[config.mk]
export PLATFORM = sky130hd
export DESIGN_NAME = muldiv_unit
export DESIGN_NICKNAME = d
export VERILOG_FILES = /design/src/rtl/muldiv_unit.sv
export SDC_FILE = /design/constraint.sdc
export NUM_CORES = 1
export LEC_CHECK = 0
export BUFFER_PORTS_ARGS = -buffer_cell sky130_fd_sc_hd__buf_2
export CAP_MARGIN = 20
export CORE_AREA = 2 2 168 252
export CTS_BUF_LIST = sky130_fd_sc_hd__clkbuf_4 sky130_fd_sc_hd__clkbuf_8 sky130_fd_sc_hd__clkbuf_16
export CTS_CLUSTER_SIZE = 25
export DETAILED_ROUTE_END_ITERATION = 12
export DIE_AREA = 0 0 170 254
export SLEW_MARGIN = 30
export SYNTH_ARGS = -nofsm -noshare
export SYNTH_HDL_FRONTEND = slang
export SYNTH_SLANG_ARGS = --single-unit
[constraint.sdc]
create_clock -name clk -period 3.88 [get_ports clk]
set_clock_uncertainty 0.2 [all_clocks]
set_input_delay 0.97 -clock clk [delete_from_list [all_inputs] [get_ports clk]]
set_output_delay 0.97 -clock clk [all_outputs]
set_load 0.02 [all_outputs]
[src/rtl/muldiv_unit.sv]
// -----------------------------------------------------------------------------
// muldiv_unit
//   Iterative multiply/divide engine for the MIPS execute stage. Results are
//   written to the HI/LO register write port.
//
//   op: 00 MULT, 01 MULTU, 10 DIV, 11 DIVU
//
//   Multiply is radix-2 shift-add over a 2*WIDTH accumulator (one bit per
//   cycle), or a single-cycle full-width product when FAST_MUL=1. Divide is
//   restoring division, one quotient bit per cycle. Both operate on operand
//   magnitudes; the sign fix-up happens in a dedicated FIX cycle.
//
// Ports
//   clk     in   clock, rising edge
//   resetn  in   asynchronous active-low reset
//   start   in   request an operation (accepted in IDLE/DONE when cancel=0)
//   op      in   [1:0] operation select
//   a       in   [WIDTH-1:0] rs operand (multiplicand / dividend)
//   b       in   [WIDTH-1:0] rt operand (multiplier / divisor)
//   cancel  in   exception flush, aborts an operation in flight
//   busy    out  registered, high in CALC and FIX
//   stall   out  combinational, busy or a start being accepted this cycle
//   done    out  registered, one-cycle pulse in DONE
//   hi      out  [WIDTH-1:0] remainder / high product
//   lo      out  [WIDTH-1:0] quotient / low product
// -----------------------------------------------------------------------------
module muldiv_unit #(
  parameter int WIDTH    = 32,
  parameter bit FAST_MUL = 1'b0
) (
  input  logic             clk,
  input  logic             resetn,
  input  logic             start,
  input  logic [1:0]       op,
  input  logic [WIDTH-1:0] a,
  input  logic [WIDTH-1:0] b,
  input  logic             cancel,
  output logic             busy,
  output logic             stall,
  output logic             done,
  output logic [WIDTH-1:0] hi,
  output logic [WIDTH-1:0] lo
);

  localparam int CW = $clog2(WIDTH) + 1;
  localparam logic [CW-1:0] LAST = CW'(WIDTH - 1);

  typedef enum logic [1:0] {IDLE, CALC, FIX, DONE} state_t;

  state_t             state_q;
  logic               div_q;     // 1 = divide, 0 = multiply
  logic               sa_q;
  logic               sb_q;
  logic [WIDTH-1:0]   opnd_q;    // multiplicand |a| or divisor |b|
  logic [2*WIDTH-1:0] acc_q;     // product accumulator; low half is the quotient in divide
  logic [WIDTH:0]     rem_q;     // partial remainder
  logic [CW-1:0]      cnt_q;
  logic [WIDTH-1:0]   hi_q;
  logic [WIDTH-1:0]   lo_q;
  logic               busy_q;
  logic               done_q;

  // ---------------------------------------------------------------------------
  // Acceptance and operand conditioning
  // ---------------------------------------------------------------------------
  logic             accept;
  logic             sa_d;
  logic             sb_d;
  logic [WIDTH-1:0] abs_a;
  logic [WIDTH-1:0] abs_b;

  assign accept = start & ~cancel & ((state_q == IDLE) | (state_q == DONE));
  assign stall  = busy_q | accept;

  // op[0]=1 selects the unsigned variants, whose operands are taken raw.
  // Magnitudes are WIDTH-bit unsigned, so |most-negative| keeps its bit pattern.
  assign sa_d  = ~op[0] & a[WIDTH-1];
  assign sb_d  = ~op[0] & b[WIDTH-1];
  assign abs_a = sa_d ? -a : a;
  assign abs_b = sb_d ? -b : b;

  // ---------------------------------------------------------------------------
  // Datapath step functions
  // ---------------------------------------------------------------------------
  // Shift-add: add the multiplicand into the top half when the current
  // multiplier LSB is set, then shift the whole accumulator right by one.
  logic [WIDTH:0] mul_sum;
  assign mul_sum = {1'b0, acc_q[2*WIDTH-1:WIDTH]} +
                   {1'b0, (acc_q[0] ? opnd_q : {WIDTH{1'b0}})};

  // Restoring step: bring the next dividend bit into the remainder and try
  // subtracting the divisor. The extra MSB of the difference is the borrow.
  logic [WIDTH+1:0] div_shift;
  logic [WIDTH+1:0] div_diff;
  logic             div_ge;
  assign div_shift = {rem_q, acc_q[WIDTH-1]};
  assign div_diff  = div_shift - {2'b00, opnd_q};
  assign div_ge    = ~div_diff[WIDTH+1];

  logic [2*WIDTH-1:0] fast_prod;
  generate
    if (FAST_MUL) begin : g_fast
      assign fast_prod = {{WIDTH{1'b0}}, opnd_q} * {{WIDTH{1'b0}}, acc_q[WIDTH-1:0]};
    end else begin : g_iter
      assign fast_prod = '0;
    end
  endgenerate

  // Sign fix-up applied in FIX
  logic [2*WIDTH-1:0] prod_fix;
  logic [WIDTH-1:0]   quo_fix;
  logic [WIDTH-1:0]   rem_fix;
  assign prod_fix = (sa_q ^ sb_q) ? -acc_q : acc_q;
  assign quo_fix  = (sa_q ^ sb_q) ? -acc_q[WIDTH-1:0] : acc_q[WIDTH-1:0];
  assign rem_fix  = sa_q ? -rem_q[WIDTH-1:0] : rem_q[WIDTH-1:0];

  // ---------------------------------------------------------------------------
  // Control FSM and datapath registers
  // ---------------------------------------------------------------------------
  always_ff @(posedge clk or negedge resetn) begin
    if (!resetn) begin
      state_q <= IDLE;
      div_q   <= 1'b0;
      sa_q    <= 1'b0;
      sb_q    <= 1'b0;
      opnd_q  <= '0;
      acc_q   <= '0;
      rem_q   <= '0;
      cnt_q   <= '0;
      hi_q    <= '0;
      lo_q    <= '0;
      busy_q  <= 1'b0;
      done_q  <= 1'b0;
    end else begin
      case (state_q)
        IDLE, DONE: begin
          done_q <= 1'b0;
          if (accept) begin
            div_q   <= op[1];
            sa_q    <= sa_d;
            sb_q    <= sb_d;
            // Multiply: b is shifted out of the accumulator, a is added in.
            // Divide: a is shifted out of the accumulator, b is subtracted.
            opnd_q  <= op[1] ? abs_b : abs_a;
            acc_q   <= {{WIDTH{1'b0}}, (op[1] ? abs_a : abs_b)};
            rem_q   <= '0;
            cnt_q   <= '0;
            busy_q  <= 1'b1;
            state_q <= CALC;
          end else begin
            state_q <= IDLE;
          end
        end

        CALC: begin
          if (cancel) begin
            busy_q  <= 1'b0;
            state_q <= IDLE;
          end else if (!div_q && FAST_MUL) begin
            acc_q   <= fast_prod;
            state_q <= FIX;
          end else begin
            if (div_q) begin
              rem_q             <= div_ge ? div_diff[WIDTH:0] : div_shift[WIDTH:0];
              acc_q[WIDTH-1:0]  <= {acc_q[WIDTH-2:0], div_ge};
            end else begin
              acc_q <= {mul_sum, acc_q[WIDTH-1:1]};
            end
            cnt_q <= cnt_q + CW'(1);
            if (cnt_q == LAST) begin
              state_q <= FIX;
            end
          end
        end

        FIX: begin
          busy_q <= 1'b0;
          if (cancel) begin
            state_q <= IDLE;
          end else begin
            hi_q    <= div_q ? rem_fix : prod_fix[2*WIDTH-1:WIDTH];
            lo_q    <= div_q ? quo_fix : prod_fix[WIDTH-1:0];
            done_q  <= 1'b1;
            state_q <= DONE;
          end
        end

        default: begin
          busy_q  <= 1'b0;
          done_q  <= 1'b0;
          state_q <= IDLE;
        end
      endcase
    end
  end

  assign busy = busy_q;
  assign done = done_q;
  assign hi   = hi_q;
  assign lo   = lo_q;

endmodule

======== After elaboration in Yosys (flattened, before gate mapping) ========
Index checks and enable logic that the tools add are counted.
storage, ports and cells
  bits in registers ....................... 206
  input bits .............................. 70
  output and inout bits ................... 67
  word-level logic and storage cells ...... 86
cells by class
  $add $sub $neg .......................... 8
  equal/unequal tests ..................... 11
  multiplexer cells ....................... 33
  bitwise operators ....................... 10
  reduce and logical (&&, ||, !) cells .... 11
operators with widths
  operator             number
  $mux 32              11
  $mux 64              3
  $mux 33              4
  $neg 32->32          4
  $pmux 64 s2          1
  $pmux 33 s2          1
  $neg 64->64          1
  $sub 34x32->34       1
  $add 32x32->33       1
  $mux 6               2
  $ne 2x2->1 const B   6
  $pmux 6 s2           1
  $reduce_and 2->1     4
  $reduce_and 4->1     2
  $add 6x1->6 const B  1
  $eq 6x5->1 const B   1
  $mux 2               3
  $pmux 2 s3           1
  $and 1x1->1          4
  $eq 2x2->1 const B   2
  $mux 1               4
  $reduce_bool 2->1    2
  $ne 3x3->1 const B   1
  $not 1->1            3
  other kinds (8)      9

======== Depth between registers and ports, before layout ========
Gate-level depths: netlist of the first run.
  depth after elaboration ................. 6
  gate-level depth with buffers ........... 14
  gate-level depth less buffers ........... 13

======== Worst setup path before layout of the first run ========
Ideal clock, no wire load.
  kind .................................... input-to-reg
  start point ............................. in a[5]
  end point ............................... reg acc_q[25]
  setup time .............................. 0.129 ns
  arrival ................................. 3.105 ns
  data required time ...................... 3.551 ns
  path slack .............................. 0.445 ns
  stages on the path ...................... 9
  path buffers ............................ 0
  cells stage by stage .................... or4_1 nor4_1 nor2b_1 and2_1 a21oi_1 xor2_1 or2_1 a21oi_1 o21ai_1
between the ends
  word-level cells in the longest chain between the ends .. 5
ends and longest elaborated chain
  item                            RTL line  text
  start: declaration              35        input logic [WIDTH-1:0] a,
  $neg 32->32                     79        assign abs_a = sa_d ? -a : a;
  $mux 32                         79
  $mux 32                         145       acc_q <= {{WIDTH{1'b0}}, (op[1] ? abs_a : abs_b)};
  $mux 64                         138       if (accept) begin
  $pmux 64 s2                     135       case (state_q)
  end signal: assignment          145
  end signal: assignment          160       acc_q <= fast_prod;
  end signal: indexed assignment  165       acc_q[WIDTH-1:0] <= {acc_q[WIDTH-2:0], div_ge};
  end: declaration                55        logic [2*WIDTH-1:0] acc_q;
Every way passes these cells. The select of a mux whose other input is x is not followed.
A chain may end at the register's enable or synchronous reset.

======== Worst setup path in the final report of the first run ========
  start point ............................. reg acc_q[40]
  end point ............................... reg hi_q[31], in the netlist hi[31]
between the ends
  word-level cells in the longest chain between the ends .. 3
ends and longest elaborated chain
  item                    RTL line  text
  $neg 64->64             113       assign prod_fix = (sa_q ^ sb_q) ? -acc_q : acc_q;
  $mux 64                 113
  $mux 32                 181       hi_q <= div_q ? rem_fix : prod_fix[2*WIDTH-1:WIDTH];
  end signal: assignment  181
  end: declaration        58        logic [WIDTH-1:0] hi_q;
Every way passes these cells.

==> summary.md, run 1 <==
| Metric | Value |
|---|---|
| Result of the run | complete, no violations |
| RSZ-0062 raised after global routing | false |
| Family with the most delay on the worst path | simple AND/OR/NAND/NOR gates |
| Clk_lat worst skew | 0.57 ns |
| Crit Path Category | flip-flop to flip-flop |
| Max Cap Viol | 0 |
| Core Rows | 91 |
| Setup crit start kind | flip-flop |
| Initial antenna violation count | 0 |
| Die area | 43180 um^2 |
| Grt ovf | 0 |
| Clock Path Buffers | 3 |
| Nets | 2352 |
| VDD IR max | 0.0002368 V |
| Post-DRT Antenna Nets | 0 |
| Flops & latches, synth | 206 |
| EDFF count, synth | 0 |
| Buf/Inv on CP | 0 |
| Syn Nets | 2222 |
| Largest stage delay, worst path | 0.62 ns |
| Chip height | 254 um |
| Critical-path cell list | or3_1 > or4_1 > nor4_4 > nand4_1 > o41ai_1 > xor2_1 > nor2_1 > a21oi_1 > o21ai_1 |
| Post-synth top area share | 31.80% |
| Synth top area cells | dfrtp_1 (32%), o21ai_0 (6.6%), nand2_1 (6.4%) |
| Final Max Tran Viols | 0 |
| Vias per cell | 5.725 |
| Leakage | 8.431 nW |
| DRT iter0 DRCs | 1090 |
| Crit path from | acc_q[40] |
| Ys Warns | 0 |
| Final setup viols | 0 |
| Proportion of layout cells with a drive suffix above 1 | 13.92% |
| DP Area | 17820 um^2 |
| Clock sink count | 206 |
| Fill cells | 4105 |
| Worst r2r src | acc_q[40] |
| Pre-CTS setup slack | -0.2484 ns |
| Area occupied by multi-input gates | 10390 um^2 |
| Worst Slack Setup Final | 0.2280 ns |
| Layout Cells excl Fill | 2738 |
| Total track usage | 26.18% |
| Pwr Density | 408.3 nW/um^2 |
| Routed WL per cell | 20.69 um |
| Maximum clock rate | 273.8 MHz |
| Htree depth | 1 |
| Vias in the first global route | 15430 |
| Post-synth top area cell | dfrtp_1 |
| Slew HR | 45.51% |
| Inserted Clock Buffers | 24 |
| Avg Cell Area, Syn | 7.798 um^2 |
| GPL Wtd Cong | 0.9292 |
| Num ports | 137 |
| Async SR Flop Fraction | 100.0% |
| Post-route DRC | 0 |
| Core Footprint | 40990 um^2 |
| Syn Inst Count | 2079 |
| Ant. Diodes | 0 |
| Minimum clock period | 3.652 ns |
| Total Power | 7.640 mW |
| Clock Pin Slew Worst Setup and Hold Paths | 0.07 ns |
| Most common cell after layout, fill and taps aside | nand2_1 |
| Netlist Area Pre-Place | 16210 um^2 |
| Final HPWL DP | 44.41 mm |
| Placed cells | 2694 |
| Layout area overhead | 15.43% |
| Min-delay worst type | input pin to asynchronous set/reset pin |
| Most frequent cells in the layout | nand2_1 (275), o21ai_0 (213), dfrtp_1 (205) |
| First-pass GRT wire length | 87.07 mm |
| Sequential share of the synthesized area | 31.80% |
| Crit end category | flip-flop |
| CTS tree | done |
| Endpoints failing hold | 0 |
| Setup Buffers After CTS | 0 |
| Starting Density | 39.55% |
| Main synth FF type | dfrtp_1 |
| Fin Hold WS | 0.1825 ns |
| Final wirelength | 56.66 mm |
| Die W | 170 um |
| Design Area, Final | 18710 um^2 |
| Largest net degree at the start of global routing | 73 |
| Number of detailed-route iterations in the first pass | 5 |
| CP Data Arrival Time | 3.85 ns |
| FF+latch area | 5156 um^2 |
| Worst endpoint required time | 4.07 ns |
| R2r setup slk | 0.23 ns |
| Via count | 15670 |
| Ratio of final minimum period to clock period | 94.13% |
| Number of I/O port buffers | 136 |
| CTS Root Buffer Type | clkbuf_16 |
| Critical Path Slowest Stage Cell | or4_1 |
| Yosys cell types | 70 |
| Crit Path Max Fanout | 7 |
| Worst slew pin tran | 0.8165 ns |
==> cells in the mapped netlist (29+ instances only) <==
cell type and instances:
a21oi_1 194, o21ai_1 49, inv_1 71, o21ai_0 213
nor2_1 193, ha_1 71, dfrtp_1 206, nand3_1 29
nand2_1 276, clkbuf_1 107, o31ai_1 40, nor3_1 41
a211oi_1 31, mux2i_1 40, xnor2_1 106, xor2_1 92
==> report_power, final <==
group	total, mW	switching, mW	internal (mW)
Combinational	2.54	1.60	0.937
Clock	2.53	1.02	1.51
Sequential	2.57	0.249	2.33
==> worst register-to-register path, cell delays in order, from the launching register on <==
cell,delay (ns)
dfrtp_1,0.43
or3_1,0.47
or4_1,0.62
nor4_4,0.46
nand4_1,0.42
o41ai_1,0.43
xor2_1,0.20
nor2_1,0.06
a21oi_1,0.12
o21ai_1,0.07
==> final cells by class <==
class                   instances  area share (%)
repair buffers                224           7.415
well taps                     511           3.417
flip-flops and latches        206           27.55
multi-input cells            1682           55.52
clock inverters                18           1.344
inverters                      71           1.424
clock buffers                  26           3.323
==> routing by layer <==
metal / share of wire [%] / GRT usage (%) / vias up
li1: - / - / 7636
met1: 38 / 28.60 / 7399
met2: 51 / 47.87 / 489
met3: 3.8 / 2.196 / 150
met4: 7.7 / 17.78 / 0
met5: 0 / 0 / -
==> metrics by stage <==
step	setup TNS (ns)	util, %
floorplan	0	-
global placement	-0.2672	43.49
detailed placement	-0.2484	43.49
CTS	0	45.63
global route	0	45.65
finish	0	45.65
==> state kept, by name, summed over array words and instances, names as in the netlist, 2 cells and up <==
| name | count |
|---|---|
| rem_q | 33 |
| cnt_q | 6 |
| lo | 32 |
| state_q | 2 |
| hi | 32 |
| opnd_q | 32 |
| acc_q | 64 |
==> path summary, 6_finish.rpt <==
kind / endpoint / cells after the start
min: lo[9] / 1
min reg2reg: hi[26] / 2
max: hi[31] / 9
min in group clk: hi[26] / 2
max reg2reg: hi[31] / 9
max in group asynchronous: opnd_q[28] / 2
==> repair_timing <==
| item | 4_1_cts | 5_1_grt |
|---|---|---|
| gates resized for setup | 1 | 1 |
| hold buffers | 0 | 0 |
| gates cloned | 0 | 0 |
| endpoints found under the setup margin | 1 | 1 |
==> logic make-up after synthesis <==
group | Yosys count | synth area share (%)
simple gates | 687 | 19.40
compound gates | 662 | 23.93
flops | 206 | 31.80
xor+xnor | 198 | 10.70
buf+inv | 191 | 4.453
fa+ha+maj | 73 | 5.727
mux | 62 | 3.998
No activity file was read; power rests on OpenSTA's default activity.
==> run 2, diff against run 1 <==
==> constraint.sdc (replaced) <==
create_clock -name clk -period 3.88 [get_ports clk]
set_clock_uncertainty 0.2 [all_clocks]
set_input_delay 0.388 -clock clk [delete_from_list [all_inputs] [get_ports clk]]
set_output_delay 0.388 -clock clk [all_outputs]
set_load 0.02 [all_outputs]
==> run 2 against run 1 <==
Final area decreased by 1.3%; first-iteration DRC count down 7.7%; register-to-register slack better by 0.02 ns; worst hold slack worse by 0.099 ns; fmax is 0.60% higher; combinational power shrank 4%; clock power shrank 4%; worst setup slack improved by 0.022 ns; critical path type unchanged; sequential power is essentially flat; cell count down 1.0%; highest routed layer unchanged; total power decreased by 2.4%.
==> summary.md, run 2 (same netlist as run 1, synthesis figures left out) <==
| Metric | Value |
|---|---|
| Layout area overhead | 13.90% |
| DRT iter0 DRCs | 1006 (-7.7%) |
| Number of I/O port buffers | 136 (unchanged) |
| Top reg by flops | acc_q |
| Max Cap Viol | 0 (unchanged) |
| Num ports | 137 (unchanged) |
| Slew HR | 44.78% (-0.73 points) |
| Inserted Clock Buffers | 23 (-4.2%) |
| Worst endpoint required time | 4.11 ns (+0.04 ns) |
| Total track usage | 25.96% (-0.22 points) |
| Crit Path Max Fanout | 5 (-2) |
| RSZ-0062 raised after global routing | false |
| Leakage | 8.286 nW (-1.7%) |
| Ant. Diodes | 0 (unchanged) |
| Most frequent cells in the layout | nand2_1 (275), o21ai_0 (213), dfrtp_1 (205) |
| First-pass GRT wire length | 86.02 mm (-1.2%) |
| Htree depth | 1 (unchanged) |
| Fill cells | 4199 (+2.3%) |
| Largest stage delay, worst path | 0.44 ns (-0.18 ns) |
| Final Max Tran Viols | 0 (unchanged) |
| Via count | 15480 (-1.2%) |
| Worst Slack Setup Final | 0.2496 ns (+0.02163 ns) |
| Initial antenna violation count | 0 (unchanged) |
| Final wirelength | 56.39 mm (-0.47%) |
| CTS tree | done |
| Pwr Density | 403.7 nW/um^2 (-1.1%) |
| Top Registers | acc_q (64), rem_q (33) |
| Minimum clock period | 3.630 ns (-0.02163 ns) |
| Most common cell after layout, fill and taps aside | nand2_1 |
| Ratio of final minimum period to clock period | 93.57% (-0.56 points) |
| Vias per cell | 5.714 (-0.19%) |
| Worst slew pin tran | 0.8284 ns (+0.01186 ns) |
| Result of the run | complete, no violations |
| Buf/Inv on CP | 2 (+2) |
| Routed WL per cell | 20.81 um (+0.56%) |
| TNS Setup | 0 ns (unchanged) |
| Fin Hold WS | 0.08367 ns (-0.09886 ns) |
| Min-delay worst type | input pin to flip-flop |
| GPL Wtd Cong | 0.9327 (+0.38%) |
| Chip height | 254 um (unchanged) |
| VDD IR max | 0.0002337 V (-1.3%) |
| Post_cts resized | 0 (-1) |
| Setup crit start kind | flip-flop |
| Starting Density | 39.55% (unchanged) |
| Clock Path Buffers | 3 (unchanged) |
| Hold Buf Count CTS | 3 (+3) |
| Die W | 170 um (unchanged) |
| Vias in the first global route | 15080 (-2.3%) |
| Proportion of layout cells with a drive suffix above 1 | 12.64% (-1.3 points) |
| CTS Root Buffer Type | clkbuf_16 |
| Max reg flops | 64 (unchanged) |
| Clock sink count | 206 (unchanged) |
| Fin util | 45.05% (-0.60 points) |
| Nets | 2327 (-1.1%) |
| Die area | 43180 um^2 (unchanged) |
| Critical-path cell list | inv_1 > ha_1 > inv_1 > fa_1 > a21o_1 > a31oi_1 > o21ba_2 > o21ai_0 > a31oi_1 > nand2b_1 > a311oi_1 > nor4b_1 > nand3b_1 |
| Core Rows | 91 (unchanged) |
| Number of detailed-route iterations in the first pass | 5 (unchanged) |
| Largest net degree at the start of global routing | 98 (+34%) |
| Clk_lat worst skew | 0.56 ns (about the same) |
| Final HPWL DP | 44.50 mm (+0.19%) |
| Clock Pin Slew Worst Setup and Hold Paths | 0.06 ns (about the same) |
| Crit end category | flip-flop |
| Critical Path Slowest Stage Cell | a31oi_1 |
| Core Footprint | 40990 um^2 (unchanged) |
| CP Data Arrival Time | 3.86 ns (about the same) |
| Final setup viols | 0 (unchanged) |
| Endpoints failing hold | 0 (unchanged) |
| Grt ovf | 0 (unchanged) |
| Crit Path Category | flip-flop to flip-flop |
| Total Power | 7.454 mW (-2.4%) |
| Setup Buffers After CTS | 0 (unchanged) |
| Family with the most delay on the worst path | compound AO/OA/AOI/OAI gates |
| Pre-CTS setup slack | 0.3399 ns (+0.5883 ns) |
| Maximum clock rate | 275.5 MHz (+0.60%) |
| Post-DRT Antenna Nets | 0 (unchanged) |
| Post-route DRC | 0 (unchanged) |
==> run 2: path summary, 6_finish.rpt <==
check                          start          to  slack (ns)  cells after the start
max in group asynchronous     resetn   opnd_q[4]        2.22                      4
min in group asynchronous     resetn       lo[9]        0.20                      2
setup reg to reg           acc_q[31]   rem_q[26]        0.25                     13
setup / recovery           acc_q[31]   rem_q[26]        0.25                     13
hold reg to reg                lo[0]       lo[0]        0.27                      2
hold / removal                 b[24]  opnd_q[24]        0.08                      4
==> run 2: layout make-up <==
| cell class | count | area (um^2) | area share [%] |
|---|---|---|---|
| multi-input cells | 1682 | 10380 | 56.19 |
| flip-flops and latches | 206 | 5156 | 27.92 |
| repair buffers | 200 | 1210 | 6.552 |
| well taps | 511 | 639.4 | 3.463 |
| clock buffers | 28 | 631.9 | 3.422 |
| inverters | 71 | 266.5 | 1.443 |
| clock inverters | 12 | 186.4 | 1.010 |
==> run 2: stage by stage <==
stage / cells / area (um^2)
after floorplan: 2079 / 16210
after global placement: 2666 / 17590
after detailed placement: 2667 / 17620
after CTS: 2710 / 18470
after global routing: 2710 / 18470
final: 2710 / 18470
==> run 2: power breakdown <==
part	leakage (nW)	switching, mW	total (mW)	internal [mW]
Clock	0.397	0.984	2.42	1.43
Combinational	5.13	1.57	2.45	0.885
Sequential	2.76	0.260	2.59	2.33
==> run 2: tightest hold or removal path, delay by kind of cell <==
| family | cells | cell delay [ns] |
|---|---|---|
| compound gates | 2 | 0.22 |
| xor+xnor | 1 | 0.08 |
| buf+inv | 1 | 0.11 |
==> run 2: metal layers <==
metal  part of all wire [%]  track usage (%)
met4                    8.1            18.85
met5                      0                0
met2                     51            47.37
met1                     37            28.03
met3                    3.5            2.025
==> run 3, diff against run 2 <==
GPL_TIMING_DRIVEN = 0   (was default)
==> run 3 against run 2 <==
Wire length rose by 11%; critical endpoint is now hi[24]; sequential share of layout area shrank 0.17 points; total power hardly changed; largest power group unchanged; sequential cell count did not move; combinational power increased by 4%; critical path depth unchanged; non-clock buffer count rose by 69; clock power down 5%; register-to-register slack got worse by 0.16 ns.
==> summary.md, run 3 (same netlist as run 1, synthesis figures left out) <==
| Metric | Value |
|---|---|
| Top reg by flops | acc_q |
| Layout Cells excl Fill | 2780 (+2.6%) |
| Final HPWL DP | 50.64 mm (+14%) |
| Number of detailed-route iterations in the first pass | 5 (unchanged) |
| Post-DRT Antenna Nets | 0 (unchanged) |
| Leakage | 8.196 nW (-1.1%) |
| Most frequent cells in the layout | nand2_1 (276), o21ai_0 (211), dfrtp_1 (205) |
| Slew HR | 37.60% (-7.2 points) |
| Pre-CTS setup slack | -0.3438 ns (-0.6837 ns) |
| Most common cell after layout, fill and taps aside | nand2_1 |
| Ratio of final minimum period to clock period | 97.61% (+4.0 points) |
| CTS tree | done |
| Chip height | 254 um (unchanged) |
| Area occupied by multi-input gates | 10430 um^2 (+0.51%) |
| Fill cells | 4246 (+1.1%) |
| DRT iter0 DRCs | 1108 (+10%) |
| Htree depth | 1 (unchanged) |
| Clock sink count | 206 (unchanged) |
| Internal power | 4.500 mW (-3.1%) |
| Maximum clock rate | 264.1 MHz (-4.1%) |
| Initial antenna violation count | 0 (unchanged) |
| Largest stage delay, worst path | 0.61 ns (+0.17 ns) |
| Critical-path cell list | clkinvlp_4 > buf_4 > buf_2 > ha_1 > nor2b_2 > nand2_1 > or4_1 > buf_2 > nor2_1 > mux2i_1 > a21oi_1 > a21oi_1 > o21ai_1 |
| Crit Path Category | flip-flop to flip-flop |
| Minimum clock period | 3.787 ns (+0.1567 ns) |
| Max reg flops | 64 (unchanged) |
| Endpoints failing hold | 0 (unchanged) |
| Worst Slack Setup Final | 0.09293 ns (-0.1567 ns) |
| TNS Setup | 0 ns (unchanged) |
| Final Max Tran Viols | 0 (unchanged) |
| Routed WL per cell | 22.51 um (+8.2%) |
| Setup crit start kind | flip-flop |
| Final wirelength | 62.58 mm (+11%) |
| R2r setup slk | 0.09 ns (-0.16 ns) |
| Final setup viols | 0 (unchanged) |
| Clock Path Buffers | 3 (unchanged) |
| Starting Density | 39.55% (unchanged) |
| Max Cap Viol | 0 (unchanged) |
| CTS Root Buffer Type | clkbuf_16 |
| Inserted Clock Buffers | 23 (unchanged) |
| Top Registers | acc_q (64), rem_q (33) |
| Post-route DRC | 0 (unchanged) |
| Critical Path Slowest Stage Cell | or4_1 |
| RSZ-0062 raised after global routing | true |
| Worst slew pin tran | 0.9275 ns (+0.09908 ns) |
| Worst endpoint required time | 4.11 ns (about the same) |
| Clock power frac | 31.0% (-1.4 points) |
| GPL Wtd Cong | 0.9602 (+2.9%) |
| Result of the run | complete, no violations |
| Die area | 43180 um^2 (unchanged) |
| Core Rows | 91 (unchanged) |
| Largest net degree at the start of global routing | 76 (-22%) |
| Layout area overhead | 14.58% |
| Die W | 170 um (unchanged) |
| DP Area | 17610 um^2 (about the same) |
| CP Data Arrival Time | 4.02 ns (+0.16 ns) |
| Net Sw Frac | 39.62% (+1.9 points) |
| Total track usage | 28.78% (+2.8 points) |
| Vias per cell | 5.815 (+1.8%) |
| Gate power share | 34.2% (+1.3 points) |
| Num ports | 137 (unchanged) |
| Clock Pin Slew Worst Setup and Hold Paths | 0.07 ns (about the same) |
| FF+latch area | 5156 um^2 (unchanged) |
| Ant. Diodes | 0 (unchanged) |
| Crit end category | flip-flop |
| Min-delay worst type | input pin to flip-flop |
| Placed cells | 2727 (+2.2%) |
| Proportion of layout cells with a drive suffix above 1 | 10.80% (-1.8 points) |
| Sequential Power Share | 34.7% (about the same) |
| Via count | 16170 (+4.4%) |
| Vias in the first global route | 15940 (+5.7%) |
| Design Area, Final | 18580 um^2 (+0.60%) |
| Pwr Density | 401.2 nW/um^2 (-0.62%) |
| VDD IR max | 0.0002683 V (+15%) |
| Number of I/O port buffers | 135 (-0.74%) |
| Grt ovf | 0 (unchanged) |
| First-pass GRT wire length | 93.93 mm (+9.2%) |
| Nets | 2396 (+3.0%) |
| Core Footprint | 40990 um^2 (unchanged) |
| Clk_lat worst skew | 0.56 ns (about the same) |
| Crit Path Max Fanout | 10 (+5) |
| Net Switching | 2.953 mW (+5.1%) |
==> run 3: changes by cell type in the layout (fill, tap and decap cells not counted), moves of 3 or more <==
cell / before / now
buf_1: 0 / 6
buf_4: 59 / 9
clkinvlp_4: 3 / 6
clkbuf_1: 0 / 104
clkbuf_2: 0 / 4
clkbuf_4: 2 / 5
buf_2: 135 / 138
==> run 3: final timing paths <==
path | start | endpoint | cells after the start
worst max-delay path | acc_q[0] | hi[24] | 13
worst min-delay path | a[0] | opnd_q[0] | 3
worst max register to register | acc_q[0] | hi[24] | 13
worst min register to register | hi[16] | hi[16] | 2
max in group asynchronous | resetn | rem_q[12] | 4
min in group asynchronous | resetn | lo[9] | 2
==> run 3: final cells by class <==
| type | count | area share (%) |
|---|---|---|
| well taps | 511 | 3.442 |
| clock buffers | 28 | 3.368 |
| repair buffers | 149 | 4.513 |
| clock inverters | 13 | 0.8083 |
| multi-input cells | 1682 | 56.14 |
| inverters | 71 | 1.455 |
| flip-flops and latches | 206 | 27.76 |
| plain buffers | 120 | 2.519 |
==> run 3: per-stage QoR <==
stage | total power [mW] | hold WS, ns | util (%)
3_3_place_gp | 5.060 | 0.2570 | 42.76
5_1_grt | 7.809 | 0.06331 | 45.32
2_1_floorplan | 4.165 | -0.1076 | -
6_report | 7.452 | 0.03509 | 45.32
3_5_place_dp | 5.105 | 0.2140 | 42.95
4_1_cts | 7.437 | 0.02010 | 45.07
==> run 3: power by group through the flow <==
stage / Sequential, mW / Combinational, mW / Clock, mW
2_1_floorplan: 2.52 / 1.64 / 0
3_3_place_gp: 2.61 / 2.45 / 0
3_5_place_dp: 2.62 / 2.48 / 0
4_1_cts: 2.58 / 2.51 / 2.34
5_1_grt: 2.61 / 2.77 / 2.42
6_report: 2.59 / 2.55 / 2.31
==> run 3: worst max-delay path, delay by kind of cell (launching register included) <==
family	cells	cell delay, ns
AO/OA/AOI/OAI	3	0.45
buffers and inverters	4	0.78
flip-flops	1	0.49
multiplexers	1	0.20
adder cells (fa/ha/maj)	1	0.20
AND/OR/NAND/NOR	4	1.32
==> run 3: what timing repair did <==
item	4_1_cts	5_1_grt
resized for setup	11	18
buffers inserted	2	7
endpoints found under the setup margin	54	43
hold buffers	3	0
pin swaps	1	4
endpoints found under the hold margin	76	0
==> run 3: metal layers <==
metal | part of all wire, % | GRT usage [%]
met1 | 37 | 31.53
met2 | 50 | 51.95
met3 | 4.0 | 2.087
met4 | 8.6 | 21.25
met5 | 0 | 0
